### src/rtl/boreal_sram_arbiter.sv
// Two-master round-robin arbiter in front of a single-port, 1-cycle-latency SRAM tile.
// One transaction in flight; out-of-range or misaligned addresses are answered locally.

module boreal_sram_arbiter_rsp_port #(
  parameter logic ID = 1'b0
) (
  input  logic        resp_act_i,
  input  logic        owner_i,
  input  logic [31:0] rdata_i,
  input  logic        err_i,
  output logic        valid_o,
  output logic [31:0] rdata_o,
  output logic        err_o
);
  assign valid_o = resp_act_i && (owner_i == ID);
  assign rdata_o = valid_o ? rdata_i : '0;
  assign err_o   = valid_o & err_i;
endmodule

module boreal_sram_arbiter #(
  parameter int unsigned WORDS     = 1024,
  parameter logic [31:0] BASE_ADDR = 32'h0000_0000
) (
  input  logic        clk,
  input  logic        rst,
  input  logic        m0_req_valid,
  output logic        m0_req_ready,
  input  logic        m0_req_we,
  input  logic [31:0] m0_req_addr,
  input  logic [31:0] m0_req_wdata,
  input  logic [3:0]  m0_req_wstrb,
  output logic        m0_resp_valid,
  input  logic        m0_resp_ready,
  output logic [31:0] m0_resp_rdata,
  output logic        m0_resp_err,
  input  logic        m1_req_valid,
  output logic        m1_req_ready,
  input  logic        m1_req_we,
  input  logic [31:0] m1_req_addr,
  input  logic [31:0] m1_req_wdata,
  input  logic [3:0]  m1_req_wstrb,
  output logic        m1_resp_valid,
  input  logic        m1_resp_ready,
  output logic [31:0] m1_resp_rdata,
  output logic        m1_resp_err,
  output logic        sram_req_valid,
  output logic        sram_req_we,
  output logic [31:0] sram_req_addr,
  output logic [31:0] sram_req_wdata,
  output logic [3:0]  sram_req_wstrb,
  input  logic        sram_resp_valid,
  input  logic [31:0] sram_resp_rdata,
  input  logic        sram_resp_err
);
  localparam int          NUM_M = 2;
  localparam logic [31:0] SPAN  = 32'(WORDS * 4);

  typedef enum logic [1:0] {IDLE, ISSUE, WAIT, RESP} state_t;

  typedef struct packed {
    logic        we;
    logic [31:0] off;
    logic [31:0] wdata;
    logic [3:0]  wstrb;
  } req_t;

  typedef struct packed {
    logic [31:0] rdata;
    logic        err;
  } rsp_t;

  logic [NUM_M-1:0]       req_valid, req_we, resp_ready, gnt;
  logic [NUM_M-1:0][31:0] req_addr, req_wdata;
  logic [NUM_M-1:0][3:0]  req_wstrb;
  logic [NUM_M-1:0]       rsp_valid, rsp_err;
  logic [NUM_M-1:0][31:0] rsp_rdata;

  assign req_valid  = {m1_req_valid, m0_req_valid};
  assign req_we     = {m1_req_we, m0_req_we};
  assign req_addr   = {m1_req_addr, m0_req_addr};
  assign req_wdata  = {m1_req_wdata, m0_req_wdata};
  assign req_wstrb  = {m1_req_wstrb, m0_req_wstrb};
  assign resp_ready = {m1_resp_ready, m0_resp_ready};

  state_t      state_q, state_d;
  logic        rr_q, rr_d;
  logic        owner_q, owner_d;
  req_t        req_q, req_d;
  rsp_t        rsp_q, rsp_d;

  logic        idle, sel, legal;
  logic [31:0] sel_addr, off;

  // rr_q names the master that wins a tie.
  assign idle   = (state_q == IDLE);
  assign gnt[0] = idle && req_valid[0] && (!req_valid[1] || !rr_q);
  assign gnt[1] = idle && req_valid[1] && (!req_valid[0] ||  rr_q);
  assign sel    = gnt[1];

  // Addresses below BASE_ADDR wrap to a large offset and fail the range test.
  assign sel_addr = req_addr[sel];
  assign off      = sel_addr - BASE_ADDR;
  assign legal    = (sel_addr[1:0] == 2'b00) && (off < SPAN);

  always_ff @(posedge clk) begin
    if (rst) begin
      state_q <= IDLE;
      rr_q    <= 1'b0;
      owner_q <= 1'b0;
      req_q   <= '0;
      rsp_q   <= '0;
    end else begin
      state_q <= state_d;
      rr_q    <= rr_d;
      owner_q <= owner_d;
      req_q   <= req_d;
      rsp_q   <= rsp_d;
    end
  end

  always_comb begin
    state_d = state_q;
    rr_d    = rr_q;
    owner_d = owner_q;
    req_d   = req_q;
    rsp_d   = rsp_q;
    unique case (state_q)
      IDLE: begin
        if (|gnt) begin
          owner_d = sel;
          rr_d    = ~sel;
          req_d   = '{we: req_we[sel], off: off, wdata: req_wdata[sel], wstrb: req_wstrb[sel]};
          if (legal) begin
            state_d = ISSUE;
            rsp_d   = '0;
          end else begin
            state_d = RESP;
            rsp_d   = '{rdata: 32'h0, err: 1'b1};
          end
        end
      end
      ISSUE: state_d = WAIT;
      WAIT: begin
        if (sram_resp_valid) begin
          rsp_d   = '{rdata: sram_resp_rdata, err: sram_resp_err};
          state_d = RESP;
        end
      end
      RESP: begin
        if (resp_ready[owner_q]) state_d = IDLE;
      end
      default: state_d = IDLE;
    endcase
  end

  // Tile fields are gated so the bus is quiet outside the issue cycle.
  assign sram_req_valid = (state_q == ISSUE);
  assign sram_req_we    = sram_req_valid & req_q.we;
  assign sram_req_addr  = sram_req_valid ? req_q.off   : '0;
  assign sram_req_wdata = sram_req_valid ? req_q.wdata : '0;
  assign sram_req_wstrb = sram_req_valid ? req_q.wstrb : '0;

  assign m0_req_ready = gnt[0];
  assign m1_req_ready = gnt[1];

  for (genvar m = 0; m < NUM_M; m++) begin : g_rsp
    boreal_sram_arbiter_rsp_port #(.ID(1'(m))) u_rsp (
      .resp_act_i (state_q == RESP),
      .owner_i    (owner_q),
      .rdata_i    (rsp_q.rdata),
      .err_i      (rsp_q.err),
      .valid_o    (rsp_valid[m]),
      .rdata_o    (rsp_rdata[m]),
      .err_o      (rsp_err[m])
    );
  end

  assign m0_resp_valid = rsp_valid[0];
  assign m0_resp_rdata = rsp_rdata[0];
  assign m0_resp_err   = rsp_err[0];
  assign m1_resp_valid = rsp_valid[1];
  assign m1_resp_rdata = rsp_rdata[1];
  assign m1_resp_err   = rsp_err[1];

endmodule

### config.mk
export PLATFORM = sky130hd
export DESIGN_NAME = boreal_sram_arbiter
export DESIGN_NICKNAME = d
export VERILOG_FILES = /design/src/rtl/boreal_sram_arbiter.sv
export SDC_FILE = /design/constraint.sdc
export NUM_CORES = 1
export LEC_CHECK = 0
export BUFFER_PORTS_ARGS = -buffer_cell sky130_fd_sc_hd__buf_2
export CORE_MARGIN = 10
export CORE_UTILIZATION = 47
export CTS_CLUSTER_SIZE = 20
export DETAILED_ROUTE_END_ITERATION = 10
export PLACE_DENSITY = 0.88
export RECOVER_POWER = 50
export REMOVE_ABC_BUFFERS = 1
export SYNTH_ARGS = -nofsm -noshare
export SYNTH_HDL_FRONTEND = slang
export SYNTH_SLANG_ARGS = --single-unit
### constraint.sdc
create_clock -name clk -period 5.66 [get_ports clk]
set_input_delay 0.283 -clock clk [delete_from_list [all_inputs] [get_ports clk]]
set_output_delay 0.283 -clock clk [all_outputs]
set_load 0.1 [all_outputs]
==> results of run 1 <==
path summary, 6_finish.rpt:
kind	startpoint	to	cells past startpoint
setup / recovery	state_q[1]$_SDFFE_PP0P_	sram_req_addr[18]	4
hold / removal	sram_resp_rdata[27]	rsp_q[28]$_SDFFE_PP0P_	3
setup reg to reg	state_q[0]$_SDFFE_PP0P_	req_q[29]$_SDFFE_PP0P_	7
hold reg to reg	req_q[21]$_SDFFE_PP0P_	req_q[21]$_SDFFE_PP0P_	2
tightest hold or removal path, cell delays in order:
cell,delay [ns]
buf_2,0.07
a22oi_1,0.06
nor2_1,0.08
synth_stat cells, types with 2 or more instances:
library cell	n	area (um2)
clkbuf_8	2	27.5
a22oi_1	32	240
buf_4	6	45.0
nand2_1	103	387
clkbuf_1	42	158
a21oi_1	3	15.0
dfxtp_1	106	2120
nor4_1	9	56.3
a211oi_1	2	15.0
mux2_4	2	30.0
nor2_1	109	409
buf_2	10	50.1
and3_1	34	213
a311oi_1	50	438
a222oi_1	19	190
and2_1	103	644
inv_1	3	11.3
buf_6	4	45.0
ha_1	5	62.6
or4_1	2	15.0
flip-flops by register name, indices dropped and copies added (netlist names):
name     flops
rr_q         1
req_q       69
owner_q      1
state_q      2
rsp_q       33
per-layer routing:
layer	vias to the layer above	global-route usage [%]	part of all wire [%]
met3	24	9.41	11
met4	0	6.50	2.0
li1	2855	-	-
met1	2638	25.1	38
met2	335	38.7	49
met5	-	0	0
cell type report:
cell class	count	area, um2
Timing Repair Buffer	323	1570
Tap cell	140	175
Clock inverter	4	76.3
Fill cell	967	3890
Multi-Input combinational cell	488	2840
Clock buffer	11	243
Sequential cell	106	2120
Inverter	4	15.0
power by group:
part           internal [mW]  leakage, nW  total, mW  switching [mW]
Sequential             0.955        0.871       1.07           0.116
Combinational          0.434         2.49       1.78            1.35
Clock                  0.399        0.152      0.665           0.267
Total                   1.79         3.51       3.52            1.73
per-stage QoR:
step | setup slack (ns) | util (%) | instance area, um2 | power, mW | hold WS, ns
after detailed placement | 2.96 | 62.3 | 6810 | 2.88 | 0.483
after global placement | 3.08 | 62.3 | 6810 | 2.86 | 0.474
final | 1.89 | 64.4 | 7050 | 3.52 | 0.200
after CTS | 2.69 | 65.2 | 7130 | 3.55 | 0.190
after floorplan | 1.51 | - | 4990 | 2.46 | 0.351
after global routing | 1.61 | 64.4 | 7050 | 3.73 | 0.197
kinds of logic after synthesis:
| group | Yosys count | synth area share, % |
|---|---|---|
| adder cells (fa/ha/maj) | 5 | 1.18 |
| multiplexers | 3 | 0.753 |
| AND/OR/NAND/NOR | 367 | 33.4 |
| AO/OA/AOI/OAI | 113 | 18.3 |
| buffers and inverters | 68 | 6.40 |
| flip-flops | 106 | 39.9 |
==> out/results.md, run 1 <==
| Quantity | Reported |
|---|---|
| Pin count of the biggest net entering global routing | 107 |
| Count of different cell masters after synthesis | 36 |
| Average wire length per cell after detail routing | 18.4 um |
| Critical path class | reg -> out |
| Ports placed on the boundary | 318 |
| Transition at the pin with the smallest max-transition slack | 2.33 ns |
| Cell count after synthesis | 662 |
| Max Fanout on Critical Path | 70 |
| Post-DRT Antenna Nets | 0 |
| Lkg Pwr | 3.51 nW |
| Number of antenna violations at the first check in global routing | 0 |
| Area Growth Syn to Fin | 32.5% |
| Source-to-sink clock delay at the later pin of the worst-skew pair | 0.33 ns |
| Final routed wirelength across all metal layers | 19.8 mm |
| Maximum vdd ir drop | 0.341 mV |
| Syn Area/Cell | 8.03 um2 |
| Cells traversed along the worst timing path | inv_1 > ha_1 > and2_1 > clkbuf_1 |
| Classification of the worst-slack hold path | in -> reg |
| Number of flip-flops and latches in the synthesized netlist | 106 |
| 1st-iter DRT viols | 500 |
| Number of antenna repair diodes | 0 |
| Starting Density | 48.6% |
| Maximum buffer depth of the clock tree | 2 |
| Sequential cell area fraction in the yosys report | 39.9% |
| Shortest clock period the worst path allows after layout | 3.77 ns |
| Number of core rows | 38 |
| DIE AREA | 16000 um2 |
| Commonest non-fill, non-tap cell in the layout | buf_2 |
| Worst relative slew slack | -55.4% |
| Clock transition at the register clock pins on the worst setup and hold paths after CTS | 0.07 ns |
| Ys flop type | dfxtp_1 |
| Inst Count DP | 1061 |
| Remaining routing DRC violations | 0 |
| Share of final-layout standard cells stronger than drive strength 1 | 32.1% |
| Clock root buffer | clkbuf_16 |
| Fmax | 265 MHz |
| Endpoint class of the critical path | primary output |
| TritonCTS clock tree | done |
| CP peak stage delay | 1.52 ns |
| TritonCTS Buffers | 9 |
| Height of the chip | 126 um |
| Count of synthesis-stage warnings from yosys | 0 |
| Count of flip-flops with a built-in enable after synthesis | 0 |
| Global placement routability congestion | 0.889 |
| Violations in the final reports | capacitance limit, slew limit |
| Nets@finish | 1115 |
| Aggregate negative setup slack | 0 ns |
| Clock sink total | 106 |
| Status | finished, violations left |
| Number of gates given a new drive strength after cts | 0 |
| Wire length of the first global-routing pass | 30.2 mm |
| Number of vias per cell | 5.44 |
| CP bufs+invs | 2 |
| Setup repair after global routing missed its margin | false |
| GRT Resource Usage Total | 22.6% |
| Worst endpoint data arrival time | 3.49 ns |
| Slack of the worst reg-to-reg path | 2.25 ns |
| Worst path slowest cell | ha_1 |
| CP top delay family | adder cells |
| Period Utilization, post-route | 66.6% |
| Core ar. | 10900 um2 |
| Required time of the critical path | 5.38 ns |
| Power per cell area | 499 nW/um2 |
| Final Non-Filler Cells | 1076 |
| Type of element launching the critical path | flop |
| Count of input and output buffers | 317 |
| Maximum capacitance violations | 3 |
| Horiz. Die Dim | 126 um |
| Hold buffers post-CTS | 0 |
| DP Wirelength | 15.0 mm |
| Total via count in the routed design | 5852 |
| Async set-reset flop share out of synthesis | 0% |
| Number of detailed-routing iterations run before antenna repair | 6 |
| Netlist area before placement | 5320 um2 |
| # H-tree levels | 3 |
| Commonest cells after routing, fill and taps aside | buf_2 (277), nor2_1 (109), dfxtp_1 (106) |
| Number of buffers inserted by post-CTS setup repair | 0 |
| Hold Fails Final Rpt | 0 |
| Number of global-route vias before repair | 5667 |
| Setup violation total in the final timing report | 0 |
| Global route total overflow | 0 |
| Post-route clock skew | 0.00961 ns |
| Max-slew violations | 172 |
Note: power is estimated with default switching activity, not from simulation.
==> inputs of run 2 (changes only) <==
--- a/config.mk
+++ b/config.mk
@@ -7,10 +7,10 @@
 export LEC_CHECK = 0
 export BUFFER_PORTS_ARGS = -buffer_cell sky130_fd_sc_hd__buf_2
 export CORE_MARGIN = 10
-export CORE_UTILIZATION = 47
+export CORE_UTILIZATION = 44
 export CTS_CLUSTER_SIZE = 20
 export DETAILED_ROUTE_END_ITERATION = 10
-export PLACE_DENSITY = 0.88
+export PLACE_DENSITY = 0.83
 export RECOVER_POWER = 50
 export REMOVE_ABC_BUFFERS = 1
 export SYNTH_ARGS = -nofsm -noshare
==> constraint.sdc (replaced) <==
create_clock -name clk -period 3.5 [get_ports clk]
set_input_delay 0.175 -clock clk [delete_from_list [all_inputs] [get_ports clk]]
set_output_delay 0.175 -clock clk [all_outputs]
set_load 0.1 [all_outputs]
==> run 2 against run 1 <==
Effect of this change: the run now ends clean; sequential cell count unchanged; utilization decreased by 4.0 points; first-iteration DRC count rose by 5.2%; power increased by 69%; critical path type unchanged; largest cell class unchanged.
==> out/results.md, run 2 (synthesis gave the netlist of run 1 again) <==
| Quantity | Reported | vs previous |
|---|---|---|
| 1st-iter DRT viols | 526 | +5.2% |
| Number of gates given a new drive strength after cts | 0 | unchanged |
| Number of detailed-routing iterations run before antenna repair | 8 | +2 |
| Commonest non-fill, non-tap cell in the layout | buf_2 |  |
| Lkg Pwr | 3.57 nW | +1.7% |
| Most flop-heavy register | req_q |  |
| Period Utilization, post-route | 85.3% |  |
| Maximum capacitance violations | 0 | -3 |
| Pin count of the biggest net entering global routing | 107 | unchanged |
| Fin Hold WS | 0.0792 ns | -0.121 ns |
| Leading registers by flop count | req_q (69), rsp_q (33), state_q (2) |  |
| Number of core rows | 40 | +5.3% |
| Worst endpoint data arrival time | 2.81 ns | -0.68 ns |
| Clock root buffer | clkbuf_16 |  |
| Average wire length per cell after detail routing | 17.9 um | -2.3% |
| Clock transition at the register clock pins on the worst setup and hold paths after CTS | 0.07 ns | about the same |
| Global route total overflow | 0 | unchanged |
| Share of final-layout standard cells stronger than drive strength 1 | 33.3% | +1.2 points |
| Area Growth Syn to Fin | 35.4% |  |
| Global placement routability congestion | 0.808 | -9.2% |
| Total via count in the routed design | 5855 | +0.051% |
| Clock sink total | 106 | unchanged |
| Maximum vdd ir drop | 0.444 mV | +30% |
| Remaining routing DRC violations | 0 | unchanged |
| Power per cell area | 825 nW/um2 | +65% |
| Max reg flops | 69 | unchanged |
| Wire length of the first global-routing pass | 29.0 mm | -3.9% |
| Number of antenna violations at the first check in global routing | 1 | +1 |
| Startpoint of the worst hold path | m0_req_addr[8] |  |
| Post-DRT Antenna Nets | 0 | unchanged |
| Worst relative slew slack | 15.5% | +71 points |
| Final setup margin | 0.513 ns | -1.38 ns |
| GRT Resource Usage Total | 21.4% | -1.2 points |
| Endpoint class of the critical path | primary output |  |
| Cells traversed along the worst timing path | inv_1 > ha_1 > buf_4 > and2_1 > buf_2 |  |
| Transition at the pin with the smallest max-transition slack | 1.27 ns | -1.06 ns |
| CP peak stage delay | 1.02 ns | -0.50 ns |
| DP Wirelength | 14.7 mm | -2.2% |
| Classification of the worst-slack hold path | in -> reg |  |
| Number of buffers inserted by post-CTS setup repair | 0 | unchanged |
| Filler cells | 1088 | +13% |
| Final routed wirelength across all metal layers | 19.5 mm | -1.1% |
| Source-to-sink clock delay at the later pin of the worst-skew pair | 0.35 ns | +0.02 ns |
| Number of global-route vias before repair | 5626 | -0.72% |
| Nets@finish | 1119 | +0.36% |
| Type of element launching the critical path | flop |  |
| Max Fanout on Critical Path | 39 | -44% |
| Worst slack after detailed placement | 1.02 ns | -1.95 ns |
| TritonCTS clock tree | done |  |
| Slack of the worst reg-to-reg path | 0.66 ns | -1.59 ns |
| Hold Fails Final Rpt | 0 | unchanged |
| Core ar. | 11900 um2 | +8.9% |
| Shortest clock period the worst path allows after layout | 2.99 ns |  |
| DIE AREA | 16900 um2 | +5.7% |
| Critical register-to-register path startpoint | state_q[1]$_SDFFE_PP0P_ |  |
| # H-tree levels | 3 | unchanged |
| Post-route clock skew | 0.00807 ns | -0.00154 ns |
| Ports placed on the boundary | 318 | unchanged |
| Height of the chip | 130 um | +2.8% |
| Maximum buffer depth of the clock tree | 2 | unchanged |
| TritonCTS Buffers | 9 | unchanged |
| Max-slew violations | 0 | -100% |
| Worst path slowest cell | ha_1 |  |
| Setup repair after global routing missed its margin | false |  |
| Number of vias per cell | 5.38 | -1.1% |
| Worst reg2reg path depth | 8 | +1 |
| Number of instances on the worst hold path | 3 | unchanged |
| Tot Pwr | 5.94 mW | +69% |
| R2r endpoint | req_q[27]$_SDFFE_PP0P_ |  |
| Status | completed |  |
| Required time of the critical path | 3.32 ns | -2.06 ns |
| Critical path class | reg -> out |  |
| Hold Crit Endpoint | req_q[44]$_SDFFE_PP0P_ |  |
| Hold buffers post-CTS | 0 | unchanged |
| Fmax | 335 MHz |  |
| Setup violation total in the final timing report | 0 | unchanged |
| Commonest cells after routing, fill and taps aside | buf_2 (247), nor2_1 (109), dfxtp_1 (106) |  |
| Count of input and output buffers | 317 | unchanged |
| Starting Density | 44.6% | -4.0 points |
| Horiz. Die Dim | 130 um | +2.8% |
## run 2: cell count changes in the layout (fill, tap and decap cells not counted), sizes merged
cell      change
buf          -25
bufinv        +2
clkbuf       +30
clkinv        -1
clkinvlp      -1
diode         +1
## run 2: worst max-delay path: cells and delay by family, from the launching register on
family	cells	cell delay, ns
fa+ha+maj	1	1.02
simple gates	1	0.16
buf+inv	3	0.94
flops	1	0.33
## run 2: report_power, final
group	leakage (nW)	switching, mW	total (mW)	internal [mW]
clock	0.189	0.441	1.27	0.830
combinational	2.51	2.22	2.96	0.733
sequential	0.871	0.172	1.72	1.54
## run 2: worst max-delay path by stage
stage	start	end	slack (ns)	cells after the start
after CTS	state_q[0]$_SDFFE_PP0P_	m0_resp_rdata[28]	0.68	7
final	state_q[1]$_SDFFE_PP0P_	sram_req_addr[28]	0.51	5
after global placement	state_q[1]$_SDFFE_PP0P_	req_q[30]$_SDFFE_PP0P_	1.09	8
after floorplan	state_q[0]$_SDFFE_PP0P_	m0_resp_err	-0.54	4
after detailed placement	state_q[1]$_SDFFE_PP0P_	req_q[64]$_SDFFE_PP0P_	1.02	8
after global routing	state_q[1]$_SDFFE_PP0P_	sram_req_wdata[27]	0.31	5
## run 2: metal layers
metal / GRT usage, % / share of wire, % / vias to the layer above / wire (um)
met5: 0 / 0 / - / 0
met4: 7.47 / 1.7 / 0 / 334
met3: 9.90 / 12 / 25 / 2350
met2: 36.5 / 49 / 277 / 9490
met1: 22.9 / 38 / 2691 / 7350
li1: - / - / 2862 / -
## run 2: through the flow
step	cell area, um2	instances	utilization, %	setup TNS [ns]
2_1_floorplan	4990	598	-	-17.83
3_3_place_gp	6880	1072	57.7	0
3_5_place_dp	6880	1072	57.7	0
4_1_cts	7260	1088	61.0	0
5_1_grt	7200	1089	60.4	0
6_report	7200	1089	60.4	0
## run 2: layout make-up
cell class                 instances  area (um2)  share of cell area, %
multi-input combinational        488        2850                   39.6
antenna                            1        2.50                 0.0348
tap                              147         184                   2.55
timing repair buffer             327        1640                   22.7
sequential                       106        2120                   29.5
clock inverter                     4         120                   1.67
clock buffer                      12         267                   3.70
inverter                           4        15.0                  0.209
==> inputs of run 3 (changes only) <==
==> constraint.sdc (replaced) <==
create_clock -name clk -period 3.03 [get_ports clk]
set_input_delay 0.1515 -clock clk [delete_from_list [all_inputs] [get_ports clk]]
set_output_delay 0.1515 -clock clk [all_outputs]
set_load 0.1 [all_outputs]
==> run 3 against run 2 <==
Effect of this change: sequential power rose by 15%; clock power hardly changed; highest routed layer is now met5; register-to-register slack hardly changed; sequential share of layout area fell by 1.7 points; critical path depth shrank 1; count of clock-buffer cells in the layout is the same; global-route usage is 0.82 points higher; utilization up 3.6 points; non-clock buffer count grew 1; design area rose by 6.0%; worst setup slack got worse by 0.12 ns; via count increased by 0.24%.
==> out/results.md, run 3 (synthesis gave the netlist of run 1 again) <==
| Quantity | Reported | vs previous |
|---|---|---|
| Final routed wirelength across all metal layers | 20.0 mm | +2.6% |
| Required time of the critical path | 2.88 ns | -0.44 ns |
| Core ar. | 11900 um2 | unchanged |
| Total via count in the routed design | 5869 | +0.24% |
| Worst reg2reg path depth | 7 | -1 |
| Number of detailed-routing iterations run before antenna repair | 6 | -2 |
| Commonest non-fill, non-tap cell in the layout | buf_2 |  |
| Setup violation total in the final timing report | 0 | unchanged |
| Endpoint class of the critical path | primary output |  |
| Remaining routing DRC violations | 0 | unchanged |
| Pin count of the biggest net entering global routing | 107 | unchanged |
| Maximum capacitance violations | 0 | unchanged |
| Dpl cell area | 7410 um2 | +7.7% |
| Wire length of the first global-routing pass | 30.2 mm | +4.3% |
| Maximum buffer depth of the clock tree | 2 | unchanged |
| Number of antenna violations at the first check in global routing | 1 | unchanged |
| Horiz. Die Dim | 130 um | unchanged |
| Share of final-layout standard cells stronger than drive strength 1 | 30.6% | -2.7 points |
| Number of vias per cell | 5.39 | +0.24% |
| Hold buffers post-CTS | 0 | unchanged |
| Clock sink total | 106 | unchanged |
| Filler cells | 1037 | -4.7% |
| Max Fanout on Critical Path | 34 | -13% |
| GRT Resource Usage Total | 22.2% | +0.82 points |
| Worst endpoint data arrival time | 2.48 ns | -0.33 ns |
| Setup crit end | sram_req_addr[26] |  |
| Nets@finish | 1120 | +0.089% |
| Transition at the pin with the smallest max-transition slack | 1.24 ns | -0.0321 ns |
| Commonest cells after routing, fill and taps aside | buf_2 (218), nor2_1 (109), dfxtp_1 (106) |  |
| Cells traversed along the worst timing path | inv_1 > ha_2 > and2_1 > clkbuf_1 |  |
| R2r endpoint | req_q[27]$_SDFFE_PP0P_ |  |
| Classification of the worst-slack hold path | in -> reg |  |
| Critical path class | reg -> out |  |
| Setup repair after global routing missed its margin | false |  |
| TritonCTS clock tree | done |  |
| Fmax | 379 MHz |  |
| Global route total overflow | 0 | unchanged |
| Post-route clock skew | 0.00952 ns | +0.00145 ns |
| CP peak stage delay | 0.90 ns | -0.12 ns |
| DP Wirelength | 15.3 mm | +4.5% |
| Global placement routability congestion | 0.834 | +3.2% |
| TritonCTS Buffers | 9 | unchanged |
| Number of antenna repair diodes | 0 | -1 |
| Maximum vdd ir drop | 0.537 mV | +21% |
| Height of the chip | 130 um | unchanged |
| Slack of the worst reg-to-reg path | 0.65 ns | about the same |
| Area Growth Syn to Fin | 43.5% |  |
| Worst setup path startpoint | state_q[1]$_SDFFE_PP0P_ |  |
| Area occupied by multi-input gates | 2850 um2 | about the same |
| Shortest clock period the worst path allows after layout | 2.64 ns |  |
| Count of input and output buffers | 317 | unchanged |
| Status | completed |  |
| Final core utilization | 64.0% | +3.6 points |
| Number of gates given a new drive strength after cts | 0 | unchanged |
| Post-route standard cell area excluding fillers | 7630 um2 | +6.0% |
| Lkg Pwr | 3.54 nW | -0.95% |
| Source-to-sink clock delay at the later pin of the worst-skew pair | 0.34 ns | about the same |
| Total area of sequential cells | 2120 um2 | unchanged |
| Leading registers by flop count | req_q (69), rsp_q (33), state_q (2) |  |
| Fin Hold WS | 0.0595 ns | -0.0197 ns |
| Max-slew violations | 0 | unchanged |
| DIE AREA | 16900 um2 | unchanged |
| Tot Pwr | 6.71 mW | +13% |
| Average wire length per cell after detail routing | 18.4 um | +2.6% |
| Period Utilization, post-route | 87.0% |  |
| Number of core rows | 40 | unchanged |
| Worst relative slew slack | 18.0% | +2.5 points |
| Type of element launching the critical path | flop |  |
| Final Non-Filler Cells | 1089 | unchanged |
| Clock root buffer | clkbuf_16 |  |
| Number of global-route vias before repair | 5808 | +3.2% |
| Post-DRT Antenna Nets | 0 | unchanged |
| Ports placed on the boundary | 318 | unchanged |
| Most flop-heavy register | req_q |  |
| 1st-iter DRT viols | 421 | -20% |
| Max reg flops | 69 | unchanged |
| Number of buffers inserted by post-CTS setup repair | 0 | unchanged |
| Hold Fails Final Rpt | 0 | unchanged |
| # H-tree levels | 3 | unchanged |
| Clock transition at the register clock pins on the worst setup and hold paths after CTS | 0.07 ns | about the same |
| Inst Count DP | 1073 | +0.093% |
| Starting Density | 44.6% | unchanged |
| Power per cell area | 879 nW/um2 | +6.5% |
| Worst path slowest cell | clkbuf_1 |  |
| Critical register-to-register path startpoint | state_q[0]$_SDFFE_PP0P_ |  |
run 3: cell count changes in the layout (fill, tap and decap cells not counted), moves of 2 or more:
cell	before	now
buf_12	2	37
buf_2	247	218
bufinv_16	4	2
clkbuf_1	37	64
clkbuf_2	34	4
clkbuf_8	3	1
clkinvlp_4	0	2
run 3: how the worst min path moves through the flow:
stage | startpoint | endpoint | cells past startpoint
global route | m1_req_wdata[18] | req_q[22]$_SDFFE_PP0P_ | 3
CTS | sram_resp_rdata[31] | rsp_q[32]$_SDFFE_PP0P_ | 3
detailed placement | sram_resp_rdata[4] | rsp_q[5]$_SDFFE_PP0P_ | 3
floorplan | rst | state_q[1]$_SDFFE_PP0P_ | 1
global placement | sram_resp_rdata[13] | rsp_q[14]$_SDFFE_PP0P_ | 3
finish | sram_resp_rdata[21] | rsp_q[22]$_SDFFE_PP0P_ | 3
run 3: report_power, final:
part	internal, mW	switching, mW
Clock	0.748	0.504
Combinational	0.900	2.58
Sequential	1.78	0.192
Total	3.43	3.27
run 3: layout make-up:
cell class                 count  area share (%)
clock buffer                  12            3.23
multi-input combinational    488            37.3
tap                          147            2.41
timing repair buffer         328            28.0
sequential                   106            27.8
inverter                       4           0.197
clock inverter                 4           0.984
run 3: metal layers:
metal	GRT usage, %	wire length (um)
met5	0	13
met3	9.66	2500
met1	23.8	7480
met4	7.74	471
met2	38.4	9570
run 3: stage by stage:
stage          setup slack [ns]  setup TNS (ns)
6_report                  0.394               0
4_1_cts                   0.592               0
5_1_grt                   0.234               0
3_5_place_dp              0.635               0
3_3_place_gp              0.730               0
2_1_floorplan            -0.987          -39.20
run 3: critical path, delay by kind of cell, from the launching register on:
family                     cells  cell delay [ns]
buffers and inverters          2             1.02
adders and majority gates      1             0.58
DFF                            1             0.33
and+or+nand+nor                1             0.20
